File: config.mk
export PLATFORM = sky130hd
export DESIGN_NAME = alu_multicycle
export DESIGN_NICKNAME = d
export VERILOG_FILES = /design/src/rtl/alu_multicycle.sv
export SDC_FILE = /design/constraint.sdc
export NUM_CORES = 1
export LEC_CHECK = 0
export ABC_AREA = 1
export CORE_ASPECT_RATIO = 0.9
export CORE_MARGIN = 1
export CORE_UTILIZATION = 50
export CTS_CLUSTER_DIAMETER = 100
export DETAILED_ROUTE_END_ITERATION = 8
export PLACE_DENSITY_LB_ADDON = 0.08
export SYNTH_ARGS = -nofsm -noshare
export SYNTH_HDL_FRONTEND = slang
export SYNTH_SLANG_ARGS = --single-unit
File: constraint.sdc
create_clock -name clk -period 2 [get_ports clk]
set_input_delay 0.2 -clock clk [delete_from_list [all_inputs] [get_ports clk]]
set_output_delay 0.2 -clock clk [all_outputs]
set_load 0.01 [all_outputs]
File: src/rtl/alu_multicycle.sv
// rtl/alu_multicycle.sv - multicycle ALU with valid/ready handshake and registered result/flags
// Restoring divider (opcode 7) is built only when ALU_MULTICYCLE_DIV_EN is defined.
module alu_multicycle #(
  parameter int WIDTH = 64,
  parameter int SHW   = $clog2(WIDTH)
) (
  input  logic             clk,
  input  logic             rst,
  input  logic             in_valid,
  output logic             in_ready,
  input  logic [3:0]       opcode,
  input  logic [WIDTH-1:0] input1,
  input  logic [WIDTH-1:0] input2,
  input  logic [SHW-1:0]   shiftValue,
  output logic             out_valid,
  input  logic             out_ready,
  output logic [WIDTH-1:0] result,
  output logic             carryFlag,
  output logic             zeroFlag,
  output logic             signFlag
);
  typedef enum logic [1:0] {IDLE, DIV_RUN, HOLD} state_e;

  state_e           state_q, state_d;
  logic [WIDTH-1:0] result_q, result_d;
  logic             carry_q, carry_d;
  logic             zero_q, sign_q;
  logic             load;
  logic             accept;
  logic [WIDTH-1:0] op_res;
  logic             op_carry;
  logic [WIDTH:0]   sum, diff;

  assign in_ready  = (state_q == IDLE) || (state_q == HOLD && out_ready);
  assign accept    = in_valid && in_ready;
  assign out_valid = (state_q == HOLD);
  assign result    = result_q;
  assign carryFlag = carry_q;
  assign zeroFlag  = zero_q;
  assign signFlag  = sign_q;

  always_comb begin
    sum      = {1'b0, input1} + {1'b0, input2};
    diff     = {1'b0, input1} - {1'b0, input2};
    op_res   = '0;
    op_carry = 1'b0;
    case (opcode)
      4'd0: begin op_res = sum[WIDTH-1:0];  op_carry = sum[WIDTH];  end
      4'd1: begin op_res = diff[WIDTH-1:0]; op_carry = diff[WIDTH]; end
      4'd2: op_res = input1 & input2;
      4'd3: op_res = input1 | input2;
      4'd4: op_res = input1 << shiftValue;
      4'd5: op_res = ~(input1 ^ input2);
      4'd6: op_res = input2;
`ifdef ALU_MULTICYCLE_DIV_EN
      // Only reaches the single-cycle path for a zero divisor: divide-error marker.
      4'd7: op_carry = (input2 == '0);
`endif
      default: ;
    endcase
  end

`ifdef ALU_MULTICYCLE_DIV_EN
  logic [WIDTH-1:0] rem_q, quo_q, dvs_q, quo_nx;
  logic [SHW-1:0]   cnt_q;
  logic [WIDTH:0]   rem_sh, rem_sub;
  logic             take;
  logic             div_start;

  assign div_start = accept && (opcode == 4'd7) && (input2 != '0);

  // quo_q starts as the dividend; its MSBs shift into the remainder as quotient bits shift in.
  always_comb begin
    rem_sh  = {rem_q, quo_q[WIDTH-1]};
    rem_sub = rem_sh - {1'b0, dvs_q};
    take    = (rem_sh >= {1'b0, dvs_q});
    quo_nx  = {quo_q[WIDTH-2:0], take};
  end

  always_ff @(posedge clk or posedge rst) begin
    if (rst) begin
      rem_q <= '0;
      quo_q <= '0;
      dvs_q <= '0;
      cnt_q <= '0;
    end else if (div_start) begin
      rem_q <= '0;
      quo_q <= input1;
      dvs_q <= input2;
      cnt_q <= SHW'(WIDTH - 1);
    end else if (state_q == DIV_RUN) begin
      rem_q <= take ? rem_sub[WIDTH-1:0] : rem_sh[WIDTH-1:0];
      quo_q <= quo_nx;
      cnt_q <= cnt_q - SHW'(1);
    end
  end
`endif

  always_comb begin
    state_d  = state_q;
    result_d = result_q;
    carry_d  = carry_q;
    load     = 1'b0;
    case (state_q)
      IDLE, HOLD: begin
        if (accept) begin
`ifdef ALU_MULTICYCLE_DIV_EN
          if (div_start) state_d = DIV_RUN;
          else
`endif
          begin
            state_d  = HOLD;
            result_d = op_res;
            carry_d  = op_carry;
            load     = 1'b1;
          end
        end else if (state_q == HOLD && out_ready) begin
          state_d = IDLE;
        end
      end
`ifdef ALU_MULTICYCLE_DIV_EN
      DIV_RUN: begin
        if (cnt_q == '0) begin
          state_d  = HOLD;
          result_d = quo_nx;
          carry_d  = 1'b0;
          load     = 1'b1;
        end
      end
`endif
      default: state_d = IDLE;
    endcase
  end

  always_ff @(posedge clk or posedge rst) begin
    if (rst) begin
      state_q  <= IDLE;
      result_q <= '0;
      carry_q  <= 1'b0;
      zero_q   <= 1'b0;
      sign_q   <= 1'b0;
    end else begin
      state_q <= state_d;
      if (load) begin
        result_q <= result_d;
        carry_q  <= carry_d;
        zero_q   <= (result_d == '0);
        sign_q   <= result_d[WIDTH-1];
      end
    end
  end
endmodule

==> results of run 1 <==
-- layer usage --
metal / track usage (%) / GRT overflow
met1: 79.6 / 8
met2: 92.8 / 64
met3: 69.0 / 7
met4: 70.7 / 35
met5: 48.1 / 2
-- what timing repair did --
action / 4_1_cts
gates resized for setup: 2135
hold endpoints to repair: 0
buffers inserted: 155
cloned: 3
pin swaps: 457
setup endpoints to repair: 64
-- through the flow --
step | hold WS (ns) | util (%) | cell area [um2] | TNS [ns] | instances
floorplan | 0.451 | - | 22200 | -0.332 | 4362
global placement | 0.462 | 75.4 | 32700 | -75.31 | 6069
detailed placement | 0.467 | 75.4 | 32700 | -77.39 | 6069
CTS | 0.130 | 91.4 | 39600 | -5.02 | 6234
-- kinds of logic after synthesis --
kind of cell | after synthesis
buffers and inverters | 934
adder cells (fa/ha/maj) | 210
AND/OR/NAND/NOR | 2690
AO/OA/AOI/OAI | 461
flip-flops | 67
-- Yosys cell counts, types with 24 or more instances --
library cell,count,area [um2]
buf_2,87,435
nand2_1,1515,5690
inv_1,736,2760
clkbuf_1,35,131
nor2_1,368,1380
o21bai_1,24,180
ha_1,208,2600
nand3_1,659,3300
nand4_1,56,350
o22ai_1,51,319
a21oi_1,200,1000
dfrtp_1,67,1680
nor2_2,26,163
o21ai_0,84,420
==> flow_summary.toml, run 1 <==
[status]
status = "stopped before the end"
haltStage = "global routing"
firstError = "[ERROR GRT-0116] Global routing finished with congestion. Check the congestion regions in the DRC Viewer."

[cts]
ctsHoldBuffers = 0
clk_path_buf_depth = 2
cts_max_level = 3
numCtsBuffers = 9
clock_sinks = 67
root_buffer = "clkbuf_16"

[global_route]
grt_max_degree = 55
grt_pass1_wl_mm = 268
grt_pass1_vias = 44649
grt_use_total_pct = 79.0
overflow = 116

[synth]
syn-num-nets = 4714
synth_xor_area_share_pct = 0
synth-compound-area-share_pct = 12.1
synth_fa_ha_area_share_pct = 11.9
ys_seq_elements = 67
synthSimpleGateAreaFrac_pct = 51.2
synthFlopType = "dfrtp_1"
synth.distinct_cells = 51
ys_seq_area_share_pct = 7.55
synth_edf_count = 0
ys_warn_count = 0
syn_area_mm2 = 0.0222
async_flop_share_pct = 100
syn-mean-instance-area_um2 = 5.09
synth_cells = 4362
muxShareOfSynthArea_pct = 0
synth_top_family_by_area = "simple AND/OR/NAND/NOR gates"

[place]
hpwl_mm = 112
dp_slack_ns = -2.04
gp_congestion = 1.19
io_buffers = 210

[floorplanning]
start_util_pct = 51.2
die_y_um = 202
fp.dieW_um = 224
rows = 72
ios = 211
==> run 2, diff against run 1 <==
- CORE_ASPECT_RATIO: 0.9 -> default
- CORE_UTILIZATION: 50 -> 35
- CTS_CLUSTER_DIAMETER: 100 -> default
- PLACE_DENSITY_LB_ADDON: 0.08 -> 0.15
- clock period: 2 -> 2.6 ns (I/O delays scaled with it)
==> flow_summary.toml, run 2 <==
[synth]
ys_seq_elements = 67
synth_fa_ha_area_share_pct = 11.9
synth_cells = 4362
synth-compound-area-share_pct = 12.1
syn-mean-instance-area_um2 = 5.09
synth_top_family_by_area = "simple AND/OR/NAND/NOR gates"
ys_seq_area_share_pct = 7.55
yosys-top-cells-count = "nand2_1, inv_1, nand3_1"
syn-num-nets = 4714
muxShareOfSynthArea_pct = 0
synthFlopType = "dfrtp_1"
synthSimpleGateAreaFrac_pct = 51.2
synth_most_common_cell = "nand2_1"
synth_xor_area_share_pct = 0
syn_area_mm2 = 0.0222
yosysTopAreaCellShare_pct = 25.6
synth.distinct_cells = 51
synth_top_area_cell = "nand2_1"
ys_warn_count = 0
netlist_top_cells_area = "nand2_1, nand3_1, inv_1"
async_flop_share_pct = 100
synth_edf_count = 0

[critical_path]
slowest_stage = "ha_4"
crit_top_cell = "buf_4"
cp_top_family = "buffers and inverters"
crit_buf_inv = 7
crit_arrival_ns = 3.13
crit_path_max_fanout = 4
critical_path_class = "in -> reg"
cp_slowest_stage_delay_ns = 0.34
startpoint_type = "primary input"
critical_path_required_ns = 2.91
critPathCaptureType = "flip-flop"
path_cells = "dlygate4sd2_1 -> inv_2 -> ha_4 -> inv_1 -> buf_4 -> buf_4 -> a221oi_4 -> o21ai_1 -> nor2_1 -> buf_4 -> nand3_1 -> buf_4 -> a21oi_4 -> nand2_1 -> nor2_2 -> nand3_1 -> nor2_1 -> nand2_1 -> nand2_1"

[timing]
finClkSkew_ns = 0.0137
worstMarginPinSlew_ns = 0.804
holdWs_ns = 0.251
finalHoldViolations = 0
rsz0062_at_grt = "yes"
min_period_ns = 2.82
final_max_slew_viol_count = 0
period_share_pct = 108
clock.fmax_mhz = 355
relSlewSlack_pct = 46.4
setup_ws_ns = -0.218
setup_viol = 4

[layout]
drive_above_1_share_pct = 46.2
n_antenna_cell = 0
area_growth_pct = 80.6
design_area_mm2 = 0.0401
fin_cells = 6512
final_cell_mix = "buf_4, nand2_1, inv_1"
largest_reg_flops = 64
final_common_cell = "buf_4"
nets = 6022
fill_cells = 5988

[cts]
cts_max_level = 3
clock_sinks = 67
ctsHoldBuffers = 0
clk_path_buf_depth = 2
root_buffer = "clkbuf_16"
path_clk_slew_ns = 0.07
insertion_delay_ns = 0.37
numCtsBuffers = 9
cts_tree = "done"

[power]
power.density_mw_per_mm2 = 303
p_sw_mw = 6.13
seqPwrFrac_pct = 10.8
power_frac_clock_pct = 11.3
total_leakage_power_nw = 21.4
total_power_mw = 12.1
netSwitchingFraction_pct = 50.5
ir_worst_vdd_uv = 445
power_frac_comb_pct = 77.9
intPower_mw = 6.01

[floorplanning]
core_area_mm2 = 0.0622
rows = 91
ios = 211
fp.dieW_um = 254
dieArea_mm2 = 0.0644
start_util_pct = 35.7
die_y_um = 254

[detailed_routing]
ant_nets = 0
wl_per_cell_um = 23.5
drc_errors = 0
vias = 35370
drt_iter0_markers = 4395
routed_wl_mm = 153
drt_pre_antenna_iters = 7
routed_via_density = 5.43

[global_route]
grt_pass1_wl_mm = 213
grt_use_met3_pct = 17.0
grt_max_degree = 50
grt_use_met1_pct = 64.1
met2_usage_pct = 64.4
grt_use_total_pct = 46.0
overflow = 0
grt_pass1_vias = 32554
antenna_found_initial = 3
top_usage_layer = "met2"

[status]
violations = "negative setup slack"
status = "complete, but fails checks"

[worst_hold_path]
min-delay-path-class = "in -> async"

[place]
dp.cells = 6365
hpwl_mm = 127
dp_slack_ns = -1.48
io_buffers = 210
placed_area_mm2 = 0.0333
gp_congestion = 1.12

[flow_run]
cap_viol_max_count = 0
-- run 2: worst paths after layout --
kind / startpoint / to / slack (ns) / cells past startpoint
setup / recovery: input2[45] / zeroFlag$_DFFE_PP0P_ / -0.22 / 19
hold / removal: rst / result[60]$_DFFE_PP0P_ / 0.25 / 2
setup reg to reg: state_q[1]$_DFFE_PP0P_ / zeroFlag$_DFFE_PP0P_ / 0.03 / 13
hold reg to reg: result[1]$_DFFE_PP0P_ / result[1]$_DFFE_PP0P_ / 0.48 / 2
max in group asynchronous: rst / result[10]$_DFFE_PP0P_ / 1.77 / 3
min in group clk: result[1]$_DFFE_PP0P_ / result[1]$_DFFE_PP0P_ / 0.48 / 2
-- run 2: power groups by stage --
stage               logic [mW]  registers (mW)  clock network [mW]
finish                    9.45            1.31                1.37
global route              9.89            1.33                1.41
CTS                       8.52            1.31                1.38
detailed placement        7.29            1.32                   0
global placement          7.29            1.32                   0
floorplan                 3.07            1.36                   0
-- run 2: what timing repair did --
action	4_1_cts	5_1_grt
pin swaps	318	263
setup endpoints to repair	59	21
setup buffers	96	34
gates cloned	3	0
resized for setup	1439	551
-- run 2: per-layer routing --
layer	routed length [um]	vias up
li1	-	16447
met1	65800	16655
met2	59100	1995
met3	21800	271
met4	6110	2
met5	16	-
-- run 2: layout make-up --
class	count	area, um2	area share (%)
Clock buffer	11	253	0.631
Clock inverter	5	60.1	0.150
Inverter	756	2860	7.12
Multi-Input combinational cell	3361	22000	55.0
Sequential cell	67	1680	4.18
Tap cell	837	1050	2.61
Timing Repair Buffer	1475	12100	30.3
-- run 2: kinds of logic (layout without fill, tap and decap cells) --
group                      count (synthesis)  count (layout)
AOI/OAI and AO/OA                        461             461
DFF                                       67              67
buffers and inverters                    934            2247
and+or+nand+nor                         2690            2690
adders and majority gates                210             210
-- run 2: per-stage QoR --
step	utilization, %	TNS (ns)
after CTS	61.6	-0.155
after detailed placement	53.6	-48.95
after global routing	64.5	-1.07
after global placement	53.6	-47.85
after floorplan	-	0
final	64.5	-0.451
Power figures use the tool's default switching activity.
